`config.mk`:
```
export PLATFORM = sky130hd
export DESIGN_NAME = xy_draw_scheduler_flat
export DESIGN_NICKNAME = d
export VERILOG_FILES = /design/src/rtl/xy_draw_scheduler_pkg.sv /design/src/rtl/xy_draw_scheduler_if.sv /design/src/rtl/xy_draw_scheduler_plate_range.sv /design/src/rtl/xy_draw_scheduler.sv /design/src/flat_wrapper.sv
export SDC_FILE = /design/constraint.sdc
export NUM_CORES = 1
export LEC_CHECK = 0
export BUFFER_PORTS_ARGS = -buffer_cell sky130_fd_sc_hd__buf_2
export CAP_MARGIN = 20
export CORE_UTILIZATION = 45
export CTS_CLUSTER_DIAMETER = 120
export DETAILED_ROUTE_END_ITERATION = 16
export PLACE_DENSITY = 0.63
export SLEW_MARGIN = 15
export SYNTH_ARGS = -nofsm -noshare
export SYNTH_HDL_FRONTEND = slang
export SYNTH_HIERARCHICAL = 1
export SYNTH_SLANG_ARGS = --single-unit
```
`constraint.sdc`:
```
create_clock -name clk -period 3 [get_ports clk]
set_input_delay 0 -clock clk [delete_from_list [all_inputs] [get_ports clk]]
set_output_delay 0 -clock clk [all_outputs]
set_load 0.05 [all_outputs]
```
`src/rtl/xy_draw_scheduler_pkg.sv`:
```
// Shared definitions for the XY draw scheduler: FSM state encoding, slot
// source codes and the fixed X positions of the two plates.
package xy_draw_scheduler_pkg;

    typedef enum logic [2:0] {
        ST_IDLE  = 3'd0,
        ST_SET_B = 3'd1,
        ST_BALL  = 3'd2,
        ST_SET_L = 3'd3,
        ST_LEFT  = 3'd4,
        ST_SET_R = 3'd5,
        ST_RIGHT = 3'd6
    } state_t;

    typedef enum logic [1:0] {
        SRC_BALL  = 2'd0,
        SRC_LEFT  = 2'd1,
        SRC_RIGHT = 2'd2,
        SRC_IDLE  = 2'd3
    } src_t;

    localparam logic [7:0] X_LEFT  = 8'd0;
    localparam logic [7:0] X_RIGHT = 8'd255;

endpackage

```
`src/rtl/xy_draw_scheduler_if.sv`:
```
// Source inputs and DAC outputs of the XY draw scheduler; the scheduler is the
// slave side, whoever feeds positions and consumes the DAC codes is the master.
interface xy_draw_scheduler_if;
    logic       en;
    logic [7:0] x_b;
    logic [7:0] y_b;
    logic [7:0] y_l_mid;
    logic [7:0] y_r_mid;
    logic [7:0] x_out;
    logic [7:0] y_out;
    logic       blank;
    logic [1:0] src;
    logic       frame_tick;

    modport master (
        output en, x_b, y_b, y_l_mid, y_r_mid,
        input  x_out, y_out, blank, src, frame_tick
    );

    modport slave (
        input  en, x_b, y_b, y_l_mid, y_r_mid,
        output x_out, y_out, blank, src, frame_tick
    );
endinterface

```
`src/rtl/xy_draw_scheduler_plate_range.sv`:
```
// Y extent of one plate: centre clamped to the drawable area, then widened by
// the half-width on each side without leaving 0..Y_MAX.
module plate_range
    import xy_draw_scheduler_pkg::*;
#(
    parameter int Y_MAX     = 220,
    parameter int HALFWIDTH = 15
) (
    input  logic [7:0] mid,
    output logic [7:0] y_min,
    output logic [7:0] y_max
);
    localparam logic [7:0] Y_TOP    = 8'(Y_MAX);
    localparam logic [7:0] HW       = 8'(HALFWIDTH);
    localparam logic [7:0] HI_LIMIT = 8'(Y_MAX - HALFWIDTH);

    logic [7:0] mid_c;

    always_comb begin
        mid_c = (mid > Y_TOP) ? Y_TOP : mid;
        y_min = (mid_c >= HW) ? mid_c - HW : 8'd0;
        y_max = (mid_c <= HI_LIMIT) ? mid_c + HW : Y_TOP;
    end
endmodule

```
`src/rtl/xy_draw_scheduler.sv`:
```
// Time-shares one XY DAC between the ball point and the two plates, frame by
// frame: settle, ball dwell, settle, left sweep, settle, right sweep.
module xy_draw_scheduler
    import xy_draw_scheduler_pkg::*;
#(
    parameter int Y_MAX           = 220,
    parameter int PLATE_HALFWIDTH = 15,
    parameter int BALL_DWELL      = 16,
    parameter int SETTLE          = 4,
    parameter int STEP_DIV        = 1
) (
    input  logic               clk,
    input  logic               rst_n,
    xy_draw_scheduler_if.slave bus
);
    localparam logic [7:0] SETTLE_LAST = 8'(SETTLE - 1);
    localparam logic [7:0] DWELL_LAST  = 8'(BALL_DWELL - 1);
    localparam logic [7:0] STEP_LAST   = 8'(STEP_DIV - 1);

    state_t     state_reg, state_next;
    logic [7:0] cnt_reg, cnt_next;
    logic [7:0] div_reg, div_next;
    logic [7:0] x_out_reg, x_out_next;
    logic [7:0] y_out_reg, y_out_next;
    logic       blank_reg, blank_next;
    src_t       src_reg, src_next;
    logic       tick_reg, tick_next;
    logic [7:0] xb_lat_reg, xb_lat_next;
    logic [7:0] yb_lat_reg, yb_lat_next;
    logic [7:0] l_max_reg, l_max_next;
    logic [7:0] r_max_reg, r_max_next;
    logic       go_set_b, go_set_l, go_set_r;

    // Index 0 is the left plate, index 1 the right plate.
    logic [7:0] mid_arr [2];
    logic [7:0] min_arr [2];
    logic [7:0] max_arr [2];

    assign mid_arr[0] = bus.y_l_mid;
    assign mid_arr[1] = bus.y_r_mid;

    generate
        for (genvar gi = 0; gi < 2; gi++) begin : g_plate
            plate_range #(
                .Y_MAX     (Y_MAX),
                .HALFWIDTH (PLATE_HALFWIDTH)
            ) u_range (
                .mid   (mid_arr[gi]),
                .y_min (min_arr[gi]),
                .y_max (max_arr[gi])
            );
        end
    endgenerate

    always_comb begin
        state_next  = state_reg;
        cnt_next    = cnt_reg;
        div_next    = div_reg;
        x_out_next  = x_out_reg;
        y_out_next  = y_out_reg;
        blank_next  = blank_reg;
        src_next    = src_reg;
        xb_lat_next = xb_lat_reg;
        yb_lat_next = yb_lat_reg;
        l_max_next  = l_max_reg;
        r_max_next  = r_max_reg;
        go_set_b    = 1'b0;
        go_set_l    = 1'b0;
        go_set_r    = 1'b0;

        unique case (state_reg)
            ST_IDLE: begin
                blank_next = 1'b1;
                src_next   = SRC_IDLE;
                if (bus.en) go_set_b = 1'b1;
            end
            ST_SET_B, ST_SET_L, ST_SET_R: begin
                if (cnt_reg == SETTLE_LAST) begin
                    cnt_next   = 8'd0;
                    div_next   = 8'd0;
                    blank_next = 1'b0;
                    state_next = (state_reg == ST_SET_B) ? ST_BALL :
                                 (state_reg == ST_SET_L) ? ST_LEFT : ST_RIGHT;
                end else begin
                    cnt_next = cnt_reg + 8'd1;
                end
            end
            ST_BALL: begin
                x_out_next = xb_lat_reg;
                y_out_next = yb_lat_reg;
                if (cnt_reg == DWELL_LAST) go_set_l = 1'b1;
                else                       cnt_next = cnt_reg + 8'd1;
            end
            ST_LEFT: begin
                if (div_reg == STEP_LAST) begin
                    div_next = 8'd0;
                    if (y_out_reg == l_max_reg) go_set_r = 1'b1;
                    else                        y_out_next = y_out_reg + 8'd1;
                end else begin
                    div_next = div_reg + 8'd1;
                end
            end
            ST_RIGHT: begin
                if (div_reg == STEP_LAST) begin
                    div_next = 8'd0;
                    if (y_out_reg == r_max_reg) begin
                        // en is looked at only here and in IDLE, so frames never stop midway.
                        if (bus.en) begin
                            go_set_b = 1'b1;
                        end else begin
                            state_next = ST_IDLE;
                            blank_next = 1'b1;
                            src_next   = SRC_IDLE;
                        end
                    end else begin
                        y_out_next = y_out_reg + 8'd1;
                    end
                end else begin
                    div_next = div_reg + 8'd1;
                end
            end
            default: state_next = ST_IDLE;
        endcase

        // Slot entry: latch the sources and preload the first point while blanked.
        if (go_set_b) begin
            state_next  = ST_SET_B;
            cnt_next    = 8'd0;
            xb_lat_next = bus.x_b;
            yb_lat_next = bus.y_b;
            x_out_next  = bus.x_b;
            y_out_next  = bus.y_b;
            blank_next  = 1'b1;
            src_next    = SRC_BALL;
        end
        if (go_set_l) begin
            state_next = ST_SET_L;
            cnt_next   = 8'd0;
            l_max_next = max_arr[0];
            x_out_next = X_LEFT;
            y_out_next = min_arr[0];
            blank_next = 1'b1;
            src_next   = SRC_LEFT;
        end
        if (go_set_r) begin
            state_next = ST_SET_R;
            cnt_next   = 8'd0;
            r_max_next = max_arr[1];
            x_out_next = X_RIGHT;
            y_out_next = min_arr[1];
            blank_next = 1'b1;
            src_next   = SRC_RIGHT;
        end

        // Registered tick: asserted for the cycle that will be the last RIGHT point.
        tick_next = (state_next == ST_RIGHT) && (y_out_next == r_max_next) &&
                    (div_next == STEP_LAST);
    end

    always_ff @(posedge clk or negedge rst_n) begin
        if (!rst_n) begin
            state_reg  <= ST_IDLE;
            cnt_reg    <= 8'd0;
            div_reg    <= 8'd0;
            x_out_reg  <= 8'd0;
            y_out_reg  <= 8'd0;
            blank_reg  <= 1'b1;
            src_reg    <= SRC_IDLE;
            tick_reg   <= 1'b0;
            xb_lat_reg <= 8'd0;
            yb_lat_reg <= 8'd0;
            l_max_reg  <= 8'd0;
            r_max_reg  <= 8'd0;
        end else begin
            state_reg  <= state_next;
            cnt_reg    <= cnt_next;
            div_reg    <= div_next;
            x_out_reg  <= x_out_next;
            y_out_reg  <= y_out_next;
            blank_reg  <= blank_next;
            src_reg    <= src_next;
            tick_reg   <= tick_next;
            xb_lat_reg <= xb_lat_next;
            yb_lat_reg <= yb_lat_next;
            l_max_reg  <= l_max_next;
            r_max_reg  <= r_max_next;
        end
    end

    assign bus.x_out      = x_out_reg;
    assign bus.y_out      = y_out_reg;
    assign bus.blank      = blank_reg;
    assign bus.src        = src_reg;
    assign bus.frame_tick = tick_reg;
endmodule
```
`src/flat_wrapper.sv`:
```
// flat-port wrapper written by rule: the top's interface ports become plain ports
module xy_draw_scheduler_flat import xy_draw_scheduler_pkg::*;
#(
    parameter int Y_MAX           = 220,
    parameter int PLATE_HALFWIDTH = 15,
    parameter int BALL_DWELL      = 16,
    parameter int SETTLE          = 4,
    parameter int STEP_DIV        = 1
)
  (clk, rst_n, bus_en, bus_x_b, bus_y_b, bus_y_l_mid, bus_y_r_mid, bus_x_out, bus_y_out, bus_blank, bus_src, bus_frame_tick);
  xy_draw_scheduler_if bus_i ();
  input  logic clk;
  input  logic rst_n;
  input wire logic [$bits(bus_i.en)-1:0] bus_en;
  input wire logic [$bits(bus_i.x_b)-1:0] bus_x_b;
  input wire logic [$bits(bus_i.y_b)-1:0] bus_y_b;
  input wire logic [$bits(bus_i.y_l_mid)-1:0] bus_y_l_mid;
  input wire logic [$bits(bus_i.y_r_mid)-1:0] bus_y_r_mid;
  output wire logic [$bits(bus_i.x_out)-1:0] bus_x_out;
  output wire logic [$bits(bus_i.y_out)-1:0] bus_y_out;
  output wire logic [$bits(bus_i.blank)-1:0] bus_blank;
  output wire logic [$bits(bus_i.src)-1:0] bus_src;
  output wire logic [$bits(bus_i.frame_tick)-1:0] bus_frame_tick;
  assign bus_i.en = bus_en;
  assign bus_i.x_b = bus_x_b;
  assign bus_i.y_b = bus_y_b;
  assign bus_i.y_l_mid = bus_y_l_mid;
  assign bus_i.y_r_mid = bus_y_r_mid;
  assign bus_x_out = bus_i.x_out;
  assign bus_y_out = bus_i.y_out;
  assign bus_blank = bus_i.blank;
  assign bus_src = bus_i.src;
  assign bus_frame_tick = bus_i.frame_tick;
  xy_draw_scheduler #(.Y_MAX(Y_MAX), .PLATE_HALFWIDTH(PLATE_HALFWIDTH), .BALL_DWELL(BALL_DWELL), .SETTLE(SETTLE), .STEP_DIV(STEP_DIV)) u_core (.clk(clk), .rst_n(rst_n), .bus(bus_i));
endmodule
```
; ---- Word level (Yosys, flattened, before mapping)
; Index checks and enable logic that the tools add are counted.
; W data, S select, Z words.
[op_classes]
n_addsub = 7
order_cmp = 6
n_eq_ne = 17
muxes = 62
n_reduce_logical = 15
[op_table]
columns = cell, n
row1 = $mux W8, 25
row2 = $pmux W8 S2, 2
row3 = $add A8 B1 Y8 const B, 3
row4 = $eq A8 B8 Y1, 3
row5 = $mux W3, 8
row6 = $pmux W8 S3, 1
row7 = $add A8 B4 Y8 const B, 2
row8 = $ge A8 B4 Y1 const B, 2
row9 = $gt A8 B8 Y1 const B, 2
row10 = $le A8 B8 Y1 const B, 2
row11 = $logic_not A8 Y1, 2
row12 = $sub A8 B4 Y8 const B, 2
row13 = $mux W1, 15
row14 = $ne A5 B1 Y1 const B, 3
row15 = $mux W2, 7
row16 = $eq A3 B3 Y1 const B, 4
row17 = $ne A5 B2 Y1 const B, 2
row18 = $reduce_bool A5 Y1, 2
row19 = $pmux W3 S3, 1
row20 = $eq A8 B2 Y1 const B, 1
row21 = $eq A8 B4 Y1 const B, 1
row22 = $eq A3 B2 Y1 const B, 2
row23 = $reduce_bool A6 Y1, 1
row24 = $reduce_or A3 Y1, 2
row25 = 11 further kinds, 12
[totals]
reg_bits = 71
in_bits = 35
output_inout_bits = 20
elab_cells = 119

; ---- Depth between registers and ports, before layout
[depth]
depth_word = 11
depth_mapped = 18
ltp_nobuf = 17

; ---- Cells and area by module
; The synthesis kept the hierarchy.
[modules_own_cells]
columns = mod, instances, cells_per_inst, area_each_um2, seq_area_each_um2
row1 = xy_draw_scheduler, 1, 549, 4728.3, 1780.5
row2 = plate_range, 2, 77, 521.8, 0.0

; ---- Worst setup path before layout
; Ideal clock, no wire load.
[synth_path]
path_kind = register to register
start = reg u_core.y_out_reg[5] (netlist: u_core/bus.y_out[5])
end = reg u_core.tick_reg (netlist: u_core/bus.frame_tick)
setup_time_ps = 111
arrival_time_ps = 2944
required_ps = 2889
path_slack_ps = -56
stages_incl_launch_ff = 11
n_path_buf = 1
period_less_slack_ps = 3056
cell_sequence = dfrtp_1 > buf_2 > xnor2_1 > nand4_2 > nor3_4 > mux2_2 > o2111ai_1 > nand4_1 > nor4b_2 > nand4_1 > a2111oi_2
[synth_between]
word_cells_on_any_way = 28
cone_classes = add/sub (1) / eq/ne (4) / mux (21) / reduce/logical (2)
[synth_lines]
columns = item, line
row1 = "start, declared", xy_draw_scheduler.sv:24  ; logic [7:0] y_out_reg, y_out_next;
row2 = "start signal, assigned", xy_draw_scheduler.sv:179  ; y_out_reg <= y_out_next;
row3 = $eq A8 B8 Y1, xy_draw_scheduler.sv:97  ; if (y_out_reg == l_max_reg) go_set_r = 1'b1;
row4 = $mux W1, xy_draw_scheduler.sv:97
row5 = $mux W1, xy_draw_scheduler.sv:95  ; if (div_reg == STEP_LAST) begin
row6 = $mux W1, xy_draw_scheduler.sv:71  ; unique case (state_reg)
row7 = $mux W8, xy_draw_scheduler.sv:145  ; if (go_set_r) begin
row8 = named net u_core.r_max_next[1], xy_draw_scheduler.sv:31  ; logic [7:0] r_max_reg, r_max_next;
row9 = $eq A8 B8 Y1, xy_draw_scheduler.sv:156  ; tick_next = (state_next == ST_RIGHT) && (y_out_next == r_max_next) &&
row10 = $logic_and A1 B1 Y1 (2 in a row), xy_draw_scheduler.sv:156
row11 = named net u_core.tick_next, xy_draw_scheduler.sv:27  ; logic tick_reg, tick_next;
row12 = "end signal, assigned", xy_draw_scheduler.sv:182  ; tick_reg <= tick_next;
row13 = "end, declared", xy_draw_scheduler.sv:27
; The timed path passes the listed nets, and every way through them passes these cells.
; A chain may end at the register's enable or synchronous reset.

; ---- Final worst setup path
[layout_path]
start = reg u_core.div_reg[1]
end = reg u_core.tick_reg (netlist: u_core/bus.frame_tick)
[layout_between]
elab_chain_len = 9
word_cells_on_any_way = 26
cone_classes = add/sub (1) / eq/ne (2) / mux (19) / reduce/logical (4)
[layout_rtl]
columns = item, line
row1 = "start, declared", xy_draw_scheduler.sv:22  ; logic [7:0] div_reg, div_next;
row2 = "start signal, assigned", xy_draw_scheduler.sv:177  ; div_reg <= div_next;
row3 = $logic_not A8 Y1, "xy_draw_scheduler.sv:95, xy_draw_scheduler.sv:104"
row4 = $mux W8 (tied with other cells), xy_draw_scheduler.sv:104  ; if (div_reg == STEP_LAST) begin
row5 = $pmux W8 S3 (tied with other cells), xy_draw_scheduler.sv:71
row6 = $mux W8 or $mux W3 (tied branches), xy_draw_scheduler.sv:126  ; if (go_set_b) begin
row7 = $mux W8 or $mux W3 (tied branches), xy_draw_scheduler.sv:136  ; if (go_set_l) begin
row8 = $mux W8 or $mux W3 (tied branches), xy_draw_scheduler.sv:145
row9 = $eq A8 B8 Y1 or $eq A3 B3 Y1 (tied branches), xy_draw_scheduler.sv:156
row10 = $logic_and A1 B1 Y1, xy_draw_scheduler.sv:156
row11 = $logic_and A1 B1 Y1 (*), xy_draw_scheduler.sv:156
row12 = named net u_core.tick_next, xy_draw_scheduler.sv:27
; Mark *: on every way through the listed nets, which the timed path passes. The rest lies on a longest branch.

==> results.py <==
metrics = {
    "floorplanning": {
        "start_util_pct": 45.9,
        "die-area_um2": 13300,
        "core_area_um2": 12600,
        "die_height_um": 115,
        "fp.dieW_um": 115,
        "rows": 41,
        "ios": 55,
    },
    "sta": {
        "slew_violations": 0,
        "setup_ws_ns": -0.102,
        "period_needed_ns": 3.10,
        "rsz0062_at_grt": "true",
        "min_period_over_period_pct": 103,
        "hold_viol_final": 0,
        "fmax_mhz": 322,
        "fin_skew_ns": 0.00593,
        "maxSlewHeadroom_pct": 51.3,
        "worst_pin_slew_ns": 0.731,
        "setup_violations": 1,
    },
    "worst_setup_path": {
        "arrival_ns": 3.33,
        "slowest_delay_ns": 0.54,
        "critical_path.slowest_cell": "a2111oi_0",
        "critPathMaxFanout": 5,
        "worst_ep_required_time_ns": 3.23,
        "worst_setup_path_start_kind": "flop",
        "critical_path_class": "flop to flop",
        "crit_path_end_kind": "flop",
        "crit_chain": "inv_2, ha_4, nor4b_4, buf_4, nand2_2, a2111oi_0, a31oi_1, mux2_2, mux2i_1, a221oi_2, nand4_1, a2111oi_2",
    },
    "clock_network": {
        "cts_tree": "yes",
        "numCtsBuffers": 9,
        "cts.sinks": 71,
        "clock_latency_ns": 0.35,
        "root_buffer": "clkbuf_16",
        "htree_levels": 3,
        "clockBufferDepth": 2,
        "path_clk_slew_ns": 0.06,
    },
    "logic_synthesis": {
        "ys_types": 87,
        "yosysWarningCount": 6,
        "synth_edf_count": 0,
        "syn_area_um2": 5770,
        "synth.avg_cell_area_um2": 8.21,
        "synth_cells": 703,
        "syn_nets": 748,
        "synth_top_cell_area_share_pct": 29.5,
        "yosysTopAreaCell": "dfrtp_1",
        "ys_ff_latch": 71,
        "ys_seq_area_share_pct": 30.8,
        "synth_ff_type": "dfrtp_1",
        "synth.area.top_cells": "dfrtp_1 (29%), nand2_1 (7.5%), o21ai_0 (3.8%), xnor2_1 (3.3%), a21oi_1 (3.3%)",
        "ys_top_cells_by_count": "nand2_1 (115), dfrtp_1 (68), nor2_1 (47)",
        "yosysMostFrequentCell": "nand2_1",
        "async_reset_ff_share_pct": 100,
    },
    "final_layout": {
        "fin_util_pct": 59.0,
        "stdcell_count": 1022,
        "nets": 890,
        "drive_gt1_share_pct": 29.9,
        "n_fill_cell": 1138,
        "area_growth_pct": 28.5,
        "diodes": 0,
        "design_area_um2": 7410,
    },
    "grt": {
        "grt_start_max_net_pins": 49,
        "grt_pass1_vias": 5800,
        "antenna_found_initial": 0,
        "grt_overflow": 0,
        "grtUsageTotal_pct": 30.1,
        "grt_pass1_wl_um": 30100,
    },
    "place": {
        "place.gp.congestion": 0.957,
        "dp_slack_ns": -0.161,
        "port_buffers": 54,
        "placed_area_um2": 6710,
        "place_inst": 980,
        "hpwl_um": 14600,
    },
    "drt": {
        "drt_wl_total_um": 19300,
        "via_count": 6070,
        "wl_per_cell_um": 18.9,
        "ant_nets": 0,
        "viasPerCell": 5.94,
        "drtPass1Iterations": 5,
        "drcViolationCount": 0,
        "drt_iter0_drc": 456,
    },
    "power": {
        "cellLeakagePower_nw": 3.44,
        "ir_drop_mv": 0.357,
        "power.total_mw": 5.07,
        "power_density_nw_per_um2": 684,
    },
    "min_path": {
        "hp-class": "primary input to flop",
    },
    "outcome": {
        "violations": "negative setup slack",
        "status": "finished, violations left",
    },
    "flow_run": {
        "max-cap-violations": 0,
    },
}
[worst max-delay path, delay by kind of cell, from the launching register on]
| family | cells | cell delay, ns |
|---|---|---|
| adder cells (fa/ha/maj) | 1 | 0.13 |
| flip-flops | 1 | 0.39 |
| multiplexers | 2 | 0.46 |
| AND/OR/NAND/NOR | 3 | 0.43 |
| buffers and inverters | 2 | 0.26 |
| AO/OA/AOI/OAI | 4 | 1.30 |
[layer usage]
metal  vias up  GRT usage (%)  routed length [um]
met5         -              0                   0
met4         0           13.5                 608
met3        40           6.17                1080
met2       259           49.6                9270
met1      2925           38.0                8380
li1       2846              -                   -
[cell usage in the layout, fill, tap and decap left out, types with 5 or more instances in the layout]
master / instances
nand2_1: 115
buf_4: 106
dfrtp_1: 63
buf_2: 53
nor2_1: 46
o21ai_0: 40
a21oi_1: 38
nand3_1: 29
xnor2_1: 22
and3_1: 17
inv_1: 16
o21ai_1: 16
dlygate4sd3_1: 15
a31oi_1: 14
nor3_1: 13
nor2b_1: 12
xor2_1: 12
o31ai_1: 10
clkbuf_16: 9
nand2b_1: 9
nand4_1: 9
ha_1: 9
and2_1: 8
o21a_1: 7
a21o_1: 6
nor3_2: 6
mux2i_1: 6
o2111ai_1: 6
dfrtp_2: 5
[cell type report]
type	instances	area, um^2	area share, %
clock inverters	6	85.1	1.15
inverters	20	75.1	1.01
repair buffers	177	1240	16.8
multi-input cells	566	3780	51.0
clock buffers	10	229	3.09
well taps	172	215	2.90
flip-flops and latches	71	1790	24.1
[worst paths after layout]
kind                                         from                     to  slack [ns]  cells after the start
worst max register to register  u_core/div_reg[1]  u_core/bus.frame_tick       -0.10                     12
worst max-delay path            u_core/div_reg[1]  u_core/bus.frame_tick       -0.10                     12
worst min register to register  u_core/bus.src[0]      u_core/bus.src[0]        0.45                      2
worst min-delay path               bus_y_l_mid[7]    u_core/l_max_reg[5]        0.12                      5
min in group asynchronous                   rst_n    u_core/r_max_reg[6]        0.24                      2
max in group asynchronous                   rst_n      u_core/bus.src[1]        2.07                      3
[what timing repair did]
| action | in CTS | in global routing |
|---|---|---|
| endpoints found under the setup margin | 1 | 7 |
| pin swaps | 3 | 17 |
| endpoints found under the hold margin | 59 | 0 |
| buffers inserted | 4 | 7 |
| hold buffers | 15 | 0 |
| gates resized for setup | 5 | 28 |
[report_power, final]
group	switching, mW	internal (mW)
registers	0.209	1.15
logic	1.58	0.982
clock network	0.429	0.725
total	2.22	2.86
[per-stage QoR]
stage	setup TNS, ns	hold slack (ns)
after floorplan	0	-0.296
after global placement	0	0.213
after detailed placement	-0.161	0.227
after CTS	0	0.126
after global routing	-0.176	0.160
final	-0.102	0.123
[logic make-up (layout without fill, tap and decap cells)]
logic type	after synthesis	in the layout	synth area share, %
AO/OA/AOI/OAI	206	206	25.0
XOR/XNOR	34	34	5.16
adder cells (fa/ha/maj)	10	10	2.17
buffers and inverters	66	213	6.22
flip-flops	71	71	30.8
multiplexers	9	9	1.63
AND/OR/NAND/NOR	307	307	28.9
Note: power is estimated with default switching activity, not from simulation.
